===== src/rtl/mem_arbiter.sv =====
// rtl/mem_arbiter.sv - icache / LSB arbiter in front of the byte-serial memory controller.
// Optional icache starvation guard: MEM_ARB_STARVE_GUARD_EN.
module mem_arbiter #(
  parameter int                    ADDR_WIDTH   = 32,
  parameter logic [ADDR_WIDTH-1:0] IO_ADDR_BASE = 32'h0003_0000,
  parameter int                    STARVE_LIMIT = 4
) (
  input  logic                  clk,
  input  logic                  rst,
  input  logic                  rdy,
  input  logic                  io_buffer_full,
  input  logic                  flush,
  input  logic                  ic_req,
  input  logic [ADDR_WIDTH-1:0] ic_addr,
  output logic                  ic_ack,
  output logic [31:0]           ic_data,
  input  logic                  lsb_req,
  input  logic                  lsb_is_load,
  input  logic [5:0]            lsb_opcode,
  input  logic [ADDR_WIDTH-1:0] lsb_addr,
  input  logic [31:0]           lsb_wdata,
  output logic                  lsb_ack,
  output logic [31:0]           lsb_rdata,
  output logic                  mc_req,
  output logic [1:0]            mc_kind,
  output logic [5:0]            mc_opcode,
  output logic [ADDR_WIDTH-1:0] mc_addr,
  output logic [31:0]           mc_wdata,
  input  logic                  mc_done,
  input  logic [31:0]           mc_rdata
);

  localparam logic [1:0] KIND_FETCH = 2'd0;
  localparam logic [1:0] KIND_LOAD  = 2'd1;
  localparam logic [1:0] KIND_STORE = 2'd2;

  typedef enum logic [1:0] {S_IDLE, S_ISSUE, S_WAIT, S_RESP} state_t;

  state_t state;
  logic   owner_lsb;
  logic   drop;
  logic   ic_ack_q;
  logic   lsb_ack_q;
  logic   lsb_io_blocked;
  logic   lsb_elig;
  logic   ic_elig;
  logic   grant_lsb;
  logic   grant_ic;
  logic   droppable;
  logic   drop_now;

  // Stores to I/O space wait while the UART cannot accept another byte.
  assign lsb_io_blocked = !lsb_is_load && (lsb_addr >= IO_ADDR_BASE) && io_buffer_full;
  assign lsb_elig       = lsb_req && !lsb_io_blocked;
  assign ic_elig        = ic_req && !flush;

`ifdef MEM_ARB_STARVE_GUARD_EN
  logic [2:0] starve_cnt;
  logic       ic_first;

  assign ic_first  = ic_elig && (int'(starve_cnt) >= STARVE_LIMIT);
  assign grant_ic  = ic_elig && (!lsb_elig || ic_first);
  assign grant_lsb = lsb_elig && !grant_ic;

  always_ff @(posedge clk) begin
    if (rst) begin
      starve_cnt <= 3'd0;
    end else if (rdy && state == S_IDLE) begin
      if (!ic_req || grant_ic) begin
        starve_cnt <= 3'd0;
      end else if (grant_lsb && starve_cnt != 3'd7) begin
        starve_cnt <= starve_cnt + 3'd1;
      end
    end
  end
`else
  assign grant_lsb = lsb_elig;
  assign grant_ic  = ic_elig && !lsb_elig;
`endif

  assign droppable = !owner_lsb || (mc_kind == KIND_LOAD);
  assign drop_now  = drop || (flush && droppable);

  // A flush landing in the response cycle still suppresses a speculative ack.
  assign ic_ack  = ic_ack_q && !(rdy && flush);
  assign lsb_ack = lsb_ack_q && !(rdy && flush && mc_kind == KIND_LOAD);

  always_ff @(posedge clk) begin
    if (rst) begin
      state     <= S_IDLE;
      owner_lsb <= 1'b0;
      drop      <= 1'b0;
      ic_ack_q  <= 1'b0;
      lsb_ack_q <= 1'b0;
      ic_data   <= 32'd0;
      lsb_rdata <= 32'd0;
      mc_req    <= 1'b0;
      mc_kind   <= KIND_FETCH;
      mc_opcode <= 6'd0;
      mc_addr   <= '0;
      mc_wdata  <= 32'd0;
    end else if (rdy) begin
      case (state)
        S_IDLE: begin
          if (grant_lsb) begin
            owner_lsb <= 1'b1;
            mc_kind   <= lsb_is_load ? KIND_LOAD : KIND_STORE;
            mc_opcode <= lsb_opcode;
            mc_addr   <= lsb_addr;
            mc_wdata  <= lsb_wdata;
            mc_req    <= 1'b1;
            state     <= S_ISSUE;
          end else if (grant_ic) begin
            owner_lsb <= 1'b0;
            mc_kind   <= KIND_FETCH;
            mc_opcode <= 6'd0;
            mc_addr   <= ic_addr;
            mc_wdata  <= 32'd0;
            mc_req    <= 1'b1;
            state     <= S_ISSUE;
          end
        end
        S_ISSUE: begin
          mc_req <= 1'b0;
          drop   <= drop_now;
          state  <= S_WAIT;
        end
        S_WAIT: begin
          drop <= drop_now;
          if (mc_done) begin
            if (owner_lsb) begin
              lsb_rdata <= mc_rdata;
            end else begin
              ic_data <= mc_rdata;
            end
            ic_ack_q  <= !owner_lsb && !drop_now;
            lsb_ack_q <= owner_lsb && !drop_now;
            state     <= S_RESP;
          end
        end
        S_RESP: begin
          ic_ack_q  <= 1'b0;
          lsb_ack_q <= 1'b0;
          drop      <= 1'b0;
          state     <= S_IDLE;
        end
        default: state <= S_IDLE;
      endcase
    end
  end

endmodule


===== config.mk =====
export PLATFORM = sky130hd
export DESIGN_NAME = mem_arbiter
export DESIGN_NICKNAME = d
export VERILOG_FILES = /design/src/rtl/mem_arbiter.sv
export SDC_FILE = /design/constraint.sdc
export NUM_CORES = 1
export LEC_CHECK = 0
export ABC_CLOCK_PERIOD_IN_PS = 3600
export CAP_MARGIN = 30
export CORE_ASPECT_RATIO = 2
export CORE_UTILIZATION = 42
export CTS_BUF_LIST = sky130_fd_sc_hd__clkbuf_16
export CTS_CLUSTER_SIZE = 16
export DETAILED_ROUTE_END_ITERATION = 8
export HOLD_SLACK_MARGIN = 0.15
export PLACE_DENSITY = 0.92
export SLEW_MARGIN = 15
export SYNTH_ARGS = -nofsm -noshare
export SYNTH_HDL_FRONTEND = slang
export SYNTH_SLANG_ARGS = --single-unit

===== constraint.sdc =====
create_clock -name clk -period 3.6 [get_ports clk]
set_input_delay 0.54 -clock clk [delete_from_list [all_inputs] [get_ports clk]]
set_output_delay 0.54 -clock clk [all_outputs]
set_load 0.03 [all_outputs]

==> flow_metrics.tcl, run 1 <==
set metrics [dict create \
    rows 57 \
    die_h_um 161 \
    placed_cell_area_sq_um 8190 \
    initial_core_util_pct 43.5 \
    nFillCells 876 \
    cts_max_level 4 \
    design_area_sq_um 8760 \
    fmaxAchievable_ghz 0.381 \
    power.leakage_nw 3.17 \
    outcome "complete, no violations" \
    port_buffers 281 \
    root_buffer "clkbuf_16" \
    yosys.area.top_type_share_pct 53.9 \
    clk_pin_slew_ns 0.06 \
    antenna_found_initial 0 \
    worstPathArrival_ns 2.09 \
    synth_fp_nets 739 \
    ant_nets 0 \
    drv_cap 0 \
    tightest_slew_ns 0.803 \
    drt_wl_total_mm 17.0 \
    insertion_delay_ns 0.41 \
    power.density_nw_per_um2 462 \
    dp_hpwl_mm 12.4 \
    synthSimpleGateAreaFrac_pct 17.1 \
    yosysWarnings 0 \
    rsz0062_at_grt "false" \
    dr.pass1.iters 4 \
    die-area_sq_um 13100 \
    synth_top_family_by_area "compound AO/OA/AOI/OAI gates" \
    area_growth_pct 65.1 \
    slew_viol_final 0 \
    drtIter0Drc 187 \
    grt-ovfl-total 0 \
    cts_buffer_depth 2 \
    synth_mux_area_share_pct 3.58 \
    syn_inst 592 \
    finalSetupViolations 0 \
    synth.most_common_cell "nand2_1" \
    multiInputGateArea_sq_um 2200 \
    min_period_over_period_pct 73.0 \
    synthTopCellsByArea "dfxtp_1 (54%), nand2_1 (10%), a22o_1 (6.6%)" \
    seq_area_frac_synth_pct 53.9 \
    final-hold-violation-count 0 \
    cts_hold_buf 0 \
    period_needed_ns 2.63 \
    synth_common_cells "nand2_1 (146), dfxtp_1 (143), a21oi_1 (66), nor2_1 (47), a22o_1 (40)" \
    num_io_pins 282 \
    startpoint_type "primary input" \
    synthAdderAreaFrac_pct 0.943 \
    finalSetupTns_ns 0 \
    avgSynthCellArea_sq_um 8.96 \
    yosysTopAreaCell "dfxtp_1" \
    synth_compound_area_share_pct 19.6 \
    crit_type "in2out" \
    async_reset_ff_share_pct 0 \
    finalWeightedCongestion 0.835 \
    required_ns 3.06 \
    nets 1004 \
    ys_types 32 \
    grt_usage_pct 26.4 \
    coreArea_sq_um 12200 \
    yosys_register_bits 143 \
    clock-sinks 143 \
    via_count 5324 \
    vias_per_cell 5.24 \
    synth_ff_type "dfxtp_1" \
    synth_edf_count 0 \
    peakVddDrop_uv 356 \
    wl_per_cell_um 16.7 \
    finalClockSkew_ns 0.0132 \
    synth_xor_area_share_pct 0 \
    slew_headroom_pct 46.5 \
    die_w_um 81.5 \
    grt_pass1_vias 5318 \
    grt_pass1_wl_mm 25.9 \
    numCtsBuffers 17 \
    grt_max_degree 77 \
    tritoncts "done" \
    drive_above_1_share_pct 5.86 \
    post_cts_buffers 0 \
    regArea_sq_um 2860 \
    hold_path.class "reg2reg" \
    cts_resized 0 \
    synth.cell_area_sq_um 5310 \
    worst-path-max-fanout 8 \
    diodes 0 \
    crit_path_end_kind "output port" \
    drc 0 \
]
kinds of logic after synthesis:
family	Yosys count
simple gates	222
compound gates	150
flops	143
buf+inv	54
mux	19
fa+ha+maj	4
worst max-delay path, cell delays in order:
cell,delay (ns)
clkdlybuf4s50_1,0.63
nand2_1,0.11
o21a_1,0.19
clkdlybuf4s50_1,0.61
path summary, 6_finish.rpt:
path	startpoint	end	slack, ns	cells after the start
min reg2reg	ic_data[19]$_SDFFE_PP0P_	ic_data[19]$_SDFFE_PP0P_	0.45	2
min	ic_data[19]$_SDFFE_PP0P_	ic_data[19]$_SDFFE_PP0P_	0.45	2
max	rdy	lsb_ack	0.97	4
max reg2reg	state[0]$_SDFFE_PP0P_	mc_opcode[1]$_SDFFE_PP0P_	1.44	7
routing by layer:
layer / global-route usage (%) / vias up / wire length (um) / part of all wire [%]
met5: 0 / - / 0 / 0
met4: 18.3 / 0 / 1020 / 6.0
met3: 5.51 / 63 / 928 / 5.5
met2: 45.9 / 249 / 9020 / 53
met1: 26.8 / 2437 / 6050 / 36
li1: - / 2575 / - / -
state kept, by name, summed over array words and instances, names as in the netlist:
signal	cells
mc_wdata	32
owner_lsb	1
mc_req	1
mc_kind	2
ic_ack_q	1
mc_addr	32
drop	1
lsb_ack_q	1
lsb_rdata	32
ic_data	32
mc_opcode	6
state	2
metrics by stage:
stage          hold slack (ns)  utilization (%)  std cells  power (mW)  setup WS (ns)
6_report                 0.452             71.8       1017        4.04          0.972
4_1_cts                  0.455             71.8       1017        4.07          0.952
2_1_floorplan            0.446                -        592        2.04           1.64
3_5_place_dp             0.446             67.1        985        2.38          0.595
3_3_place_gp             0.441             67.1        985        2.36          0.719
5_1_grt                  0.468             71.8       1017        4.19          0.896
final cells by class:
cell class                 instances  area share (%)
tap                              147            2.10
inverter                           8           0.343
clock inverter                    15            1.70
clock buffer                      17            4.86
timing repair buffer             292            33.2
sequential                       143            32.7
multi-input combinational        395            25.2
cell usage in the layout (no fill, tap or decap), types with 4 or more instances in the layout:
| cell type | n |
|---|---|
| a21oi_1 | 66 |
| clkbuf_16 | 17 |
| ha_1 | 4 |
| buf_4 | 11 |
| mux2i_1 | 19 |
| inv_1 | 8 |
| nor2_1 | 44 |
| nand3_1 | 15 |
| clkdlybuf4s50_1 | 280 |
| a22o_1 | 40 |
| nand2_1 | 146 |
| inv_6 | 5 |
| a311oi_1 | 14 |
| a211oi_1 | 20 |
| nand2b_1 | 4 |
| dfxtp_1 | 143 |
power breakdown:
part	switching, mW	internal, mW
Clock	0.726	0.974
Sequential	0.0386	1.65
Combinational	0.335	0.322
Total	1.10	2.95
Power figures use the tool's default switching activity.
==> run 2, diff against run 1 <==
--- a/config.mk
+++ b/config.mk
@@ -5,15 +5,15 @@
 export SDC_FILE = /design/constraint.sdc
 export NUM_CORES = 1
 export LEC_CHECK = 0
-export ABC_CLOCK_PERIOD_IN_PS = 3600
+export ABC_CLOCK_PERIOD_IN_PS = 2240
 export CAP_MARGIN = 30
 export CORE_ASPECT_RATIO = 2
-export CORE_UTILIZATION = 42
+export CORE_UTILIZATION = 35
 export CTS_BUF_LIST = sky130_fd_sc_hd__clkbuf_16
 export CTS_CLUSTER_SIZE = 16
 export DETAILED_ROUTE_END_ITERATION = 8
 export HOLD_SLACK_MARGIN = 0.15
-export PLACE_DENSITY = 0.92
+export PLACE_DENSITY = 0.83
 export SLEW_MARGIN = 15
 export SYNTH_ARGS = -nofsm -noshare
 export SYNTH_HDL_FRONTEND = slang
==> constraint.sdc (replaced) <==
create_clock -name clk -period 2.24 [get_ports clk]
set_input_delay 0.336 -clock clk [delete_from_list [all_inputs] [get_ports clk]]
set_output_delay 0.336 -clock clk [all_outputs]
set_load 0.03 [all_outputs]
==> run 2 against run 1 <==
Die area increased by 20%. Sequential share of layout area decreased by 1.0 points. Total power increased by 61%. Combinational power increased by 67%. Sequential cell count unchanged. Critical path type is now in2reg.
==> flow_metrics.tcl, run 2 (same netlist as run 1, synthesis figures left out) <==
set metrics [dict create \
    outcome "complete, no violations" \
    slew_headroom_pct 67.7 \
    met2_usage_pct 39.4 \
    port_buffers 281 \
    cts_max_level 4 \
    initial_core_util_pct 35.8 \
    grt-ovfl-total 0 \
    finalClockSkew_ns 0.00373 \
    crit_type "in2reg" \
    cts_hold_buf 0 \
    drive_above_1_share_pct 7.87 \
    power.leakage_nw 3.29 \
    peakVddDrop_uv 507 \
    num_io_pins 282 \
    whs_path_depth 2 \
    tightest_slew_ns 0.484 \
    drtIter0Drc 157 \
    reg2reg_to "mc_addr[21]$_SDFFE_PP0P_" \
    drv_cap 0 \
    post_cts_buffers 0 \
    startpoint_type "primary input" \
    final_cell_mix "clkdlybuf4s50_1 (278), nand2_1 (146), dfxtp_1 (143), a21oi_1 (66), nor2_1 (44)" \
    cts_buffer_depth 2 \
    coreArea_sq_um 14800 \
    worstPathArrival_ns 2.31 \
    rows 63 \
    finalWeightedCongestion 0.795 \
    final-hold-violation-count 0 \
    hold_path.class "in2reg" \
    r2r_cells 7 \
    dr.pass1.iters 4 \
    drt_wl_total_mm 17.3 \
    clk_pin_slew_ns 0.06 \
    top_usage_layer "met2" \
    grt_max_degree 68 \
    tritoncts "done" \
    dp_hpwl_mm 13.0 \
    min_from "rst" \
    clock-sinks 143 \
    diodes 0 \
    ant_nets 0 \
    dpl.cell_count 1053 \
    slew_viol_final 0 \
    fmaxAchievable_ghz 0.502 \
    grt_usage_pct 22.4 \
    wl_per_cell_um 16.0 \
    fin_hold_ws_ns 0.369 \
    cts_resized 0 \
    finalSetupTns_ns 0 \
    finalSetupViolations 0 \
    grt_use_met1_pct 22.6 \
    crit_path_end_kind "flop" \
    die_h_um 176 \
    grt_pass1_wl_mm 26.3 \
    numCtsBuffers 17 \
    period_needed_ns 1.99 \
    instances_no_fill 1085 \
    worst-path-max-fanout 66 \
    required_ns 2.55 \
    hold_end "state[1]$_SDFFE_PP0P_" \
    root_buffer "clkbuf_16" \
    grtUsageMet3_pct 6.36 \
    die_w_um 89.1 \
    r2r_slack_ns 0.50 \
    reg2reg_from "state[0]$_SDFFE_PP0P_" \
    rsz0062_at_grt "false" \
    insertion_delay_ns 0.41 \
    drc 0 \
    critPathLaunch "lsb_addr[29]" \
    final_common_cell "clkdlybuf4s50_1" \
    die-area_sq_um 15700 \
    grt_pass1_vias 5208 \
    power.density_nw_per_um2 721 \
    min_period_over_period_pct 88.9 \
    nets 1024 \
    antenna_found_initial 0 \
    area_growth_pct 70.5 \
    via_count 5293 \
    vias_per_cell 4.88 \
]
==> run 2: worst max-delay path by stage <==
stage | end | cells after the start
floorplan | mc_addr[10]$_SDFFE_PP0P_ | 7
global placement | mc_addr[3]$_SDFFE_PP0P_ | 8
detailed placement | mc_addr[3]$_SDFFE_PP0P_ | 8
CTS | mc_addr[3]$_SDFFE_PP0P_ | 8
global route | mc_addr[0]$_SDFFE_PP0P_ | 8
finish | mc_addr[21]$_SDFFE_PP0P_ | 8
==> run 2: where the power goes <==
group / total [mW] / switching [mW] / internal, mW
registers: 2.71 / 0.0622 / 2.65
clock network: 2.71 / 1.08 / 1.63
logic: 1.10 / 0.546 / 0.556
==> run 2: layer usage <==
layer / wire length (um) / vias up / part of all wire (%)
met4: 901 / 0 / 5.2
met5: 0 / - / 0
met3: 1030 / 55 / 5.9
met1: 6220 / 2415 / 36
li1: - / 2620 / -
met2: 9190 / 203 / 53
==> run 2: critical path, cell delays in order <==
cell and delay, ns:
clkdlybuf4s50_1 0.43, nor4_2 0.30, nand4_1 0.15, buf_4 0.19, a211oi_4 0.26, buf_12 0.30
nor2_1 0.07, a311oi_1 0.26
==> run 2: per-stage QoR <==
step | setup WS [ns] | power, mW | instance area (sq um) | util (%)
after global placement | -0.151 | 3.85 | 8480 | 57.2
after global routing | 0.0764 | 6.80 | 9050 | 61.1
after floorplan | 0.482 | 3.27 | 5310 | -
after detailed placement | -0.191 | 3.87 | 8480 | 57.2
after CTS | 0.237 | 6.60 | 9050 | 61.1
final | 0.249 | 6.53 | 9050 | 61.1
==> run 2: final cells by class <==
type / instances / area (sq um)
clock inverter: 15 / 146
fill: 1260 / 5770
multi-input combinational: 395 / 2200
clock buffer: 17 / 425
sequential: 143 / 2860
tap: 195 / 244
inverter: 8 / 30.0
timing repair buffer: 312 / 3140
==> run 3, diff against run 2 <==
--- a/config.mk
+++ b/config.mk
@@ -5,15 +5,15 @@
 export SDC_FILE = /design/constraint.sdc
 export NUM_CORES = 1
 export LEC_CHECK = 0
-export ABC_CLOCK_PERIOD_IN_PS = 2240
+export ABC_CLOCK_PERIOD_IN_PS = 1900
 export CAP_MARGIN = 30
 export CORE_ASPECT_RATIO = 2
-export CORE_UTILIZATION = 35
+export CORE_UTILIZATION = 39
 export CTS_BUF_LIST = sky130_fd_sc_hd__clkbuf_16
 export CTS_CLUSTER_SIZE = 16
 export DETAILED_ROUTE_END_ITERATION = 8
 export HOLD_SLACK_MARGIN = 0.15
-export PLACE_DENSITY = 0.83
+export PLACE_DENSITY = 0.87
 export SLEW_MARGIN = 15
 export SYNTH_ARGS = -nofsm -noshare
 export SYNTH_HDL_FRONTEND = slang
==> constraint.sdc (replaced) <==
create_clock -name clk -period 1.9 [get_ports clk]
set_input_delay 0.285 -clock clk [delete_from_list [all_inputs] [get_ports clk]]
set_output_delay 0.285 -clock clk [all_outputs]
set_load 0.03 [all_outputs]
==> run 3 against run 2 <==
The flow now finishes with violations (DRC). Critical path depth is 1 higher. Final area grew 1.0%. Combinational power grew 24%. Core utilization grew 7.3 points. Clock power up 15%. Global-route usage is 1.4 points higher. Via count is 2.1% higher.
==> flow_metrics.tcl, run 3 (same netlist as run 1, synthesis figures left out) <==
set metrics [dict create \
    via_count 5405 \
    cts_max_level 4 \
    grt_pass1_wl_mm 26.2 \
    tritoncts "done" \
    vias_per_cell 5.15 \
    drtIter0Drc 251 \
    hold_path.class "in2reg" \
    slew_headroom_pct 73.3 \
    final_cell_mix "clkdlybuf4s50_1 (266), nand2_1 (146), dfxtp_1 (143), a21oi_1 (66), nor2_1 (44)" \
    coreArea_sq_um 13400 \
    final-hold-violation-count 0 \
    rows 60 \
    ant_nets 0 \
    drv_cap 0 \
    tightest_slew_ns 0.399 \
    pre_cts_ws_ns -0.474 \
    worst_slack_ns 0.0422 \
    finalSetupViolations 0 \
    required_ns 2.19 \
    drt_wl_total_mm 17.4 \
    die_h_um 167 \
    final_common_cell "clkdlybuf4s50_1" \
    die_w_um 84.5 \
    port_buffers 281 \
    min_from "lsb_addr[28]" \
    outcome "finished, violations left" \
    initial_core_util_pct 39.7 \
    grt_usage_pct 23.8 \
    antenna_found_initial 0 \
    crit_type "in2reg" \
    die-area_sq_um 14100 \
    grt-ovfl-total 0 \
    dr.pass1.iters 7 \
    critPathLaunch "lsb_addr[30]" \
    diodes 0 \
    finalClockSkew_ns 0.00672 \
    drive_above_1_share_pct 9.16 \
    failed_checks "DRC" \
    min_period_over_period_pct 97.8 \
    drc 13 \
    numCtsBuffers 17 \
    finalWeightedCongestion 0.811 \
    insertion_delay_ns 0.41 \
    total_power_mw 7.67 \
    fin_util_pct 68.4 \
    peakVddDrop_uv 570 \
    dp_hpwl_mm 12.4 \
    fin_hold_ws_ns 0.233 \
    clk_pin_slew_ns 0.06 \
    crit_path_end_kind "flop" \
    instances_no_fill 1050 \
    power.leakage_nw 3.46 \
    root_buffer "clkbuf_16" \
    reg2reg_from "state[1]$_SDFFE_PP0P_" \
    nFillCells 979 \
    worst-path-max-fanout 40 \
    wl_per_cell_um 16.5 \
    worstPathArrival_ns 2.15 \
    startpoint_type "primary input" \
    power.density_nw_per_um2 839 \
    cts_buffer_depth 2 \
    grt_pass1_vias 5367 \
    nets 1029 \
    dpl.cell_count 1014 \
    area_growth_pct 72.3 \
    slew_viol_final 0 \
    fmaxAchievable_ghz 0.538 \
    period_needed_ns 1.86 \
    grt_max_degree 76 \
    num_io_pins 282 \
    clock-sinks 143 \
]
[run 3: changes by cell type in the layout (fill, tap and decap cells not counted), moves of 2 or more]
cell	delta
inv_6	+2
clkinv_1	-2
dlymetal6s2s_1	+12
clkinvlp_4	-2
clkdlybuf4s50_1	-12
a211oi_2	+3
buf_12	+2
bufinv_16	-2
inv_8	+4
a211oi_1	-3
[run 3: per-stage QoR]
step | TNS (ns) | cell area [sq um]
floorplan | 0 | 5310
global placement | -30.24 | 8460
detailed placement | -30.79 | 8460
CTS | -0.00271 | 9050
global route | -0.00568 | 9140
finish | 0 | 9140
[run 3: final timing paths]
check	to	slack (ns)	cells past startpoint
hold reg to reg	lsb_rdata[11]$_SDFFE_PP0P_	0.45	2
hold / removal	mc_addr[28]$_SDFFE_PP0P_	0.23	3
setup / recovery	mc_wdata[30]$_SDFFE_PP0P_	0.04	9
setup reg to reg	mc_wdata[30]$_SDFFE_PP0P_	0.18	8
[run 3: power breakdown]
group | total [mW] | internal, mW | leakage [nW] | switching, mW
combinational | 1.36 | 0.692 | 2.03 | 0.666
sequential | 3.20 | 3.13 | 1.16 | 0.0730
clock | 3.12 | 1.72 | 0.274 | 1.40
[run 3: area by class of cell]
class | count | area (sq um) | area share, %
sequential | 143 | 2860 | 31.3
inverter | 8 | 30.0 | 0.328
tap | 155 | 194 | 2.12
clock buffer | 17 | 425 | 4.65
timing repair buffer | 317 | 3280 | 35.8
multi-input combinational | 395 | 2220 | 24.3
clock inverter | 15 | 128 | 1.40
[run 3: what timing repair did]
action | in CTS | in global routing
pin swaps | 0 | 11
gates resized for setup | 1 | 16
hold buffers | 0 | 0
cloned | 1 | 1
setup endpoints to repair | 22 | 73
buffers inserted | 0 | 2
[run 3: critical path, cell delays in order]
cell and delay (ns):
clkdlybuf4s50_1 0.45, nor4_2 0.19, nand4_1 0.18, buf_4 0.19
a211oi_4 0.27, buf_4 0.16, nor2_2 0.04, buf_12 0.18
a22o_1 0.19
[run 3: routing by layer]
metal / share of wire (%) / GRT usage (%) / vias up / wire (um)
met1: 36 / 23.7 / 2512 / 6250
li1: - / - / 2627 / -
met4: 4.2 / 13.6 / 0 / 730
met2: 55 / 44.5 / 222 / 9550
met3: 4.7 / 4.76 / 44 / 821
met5: 0 / 0 / - / 0
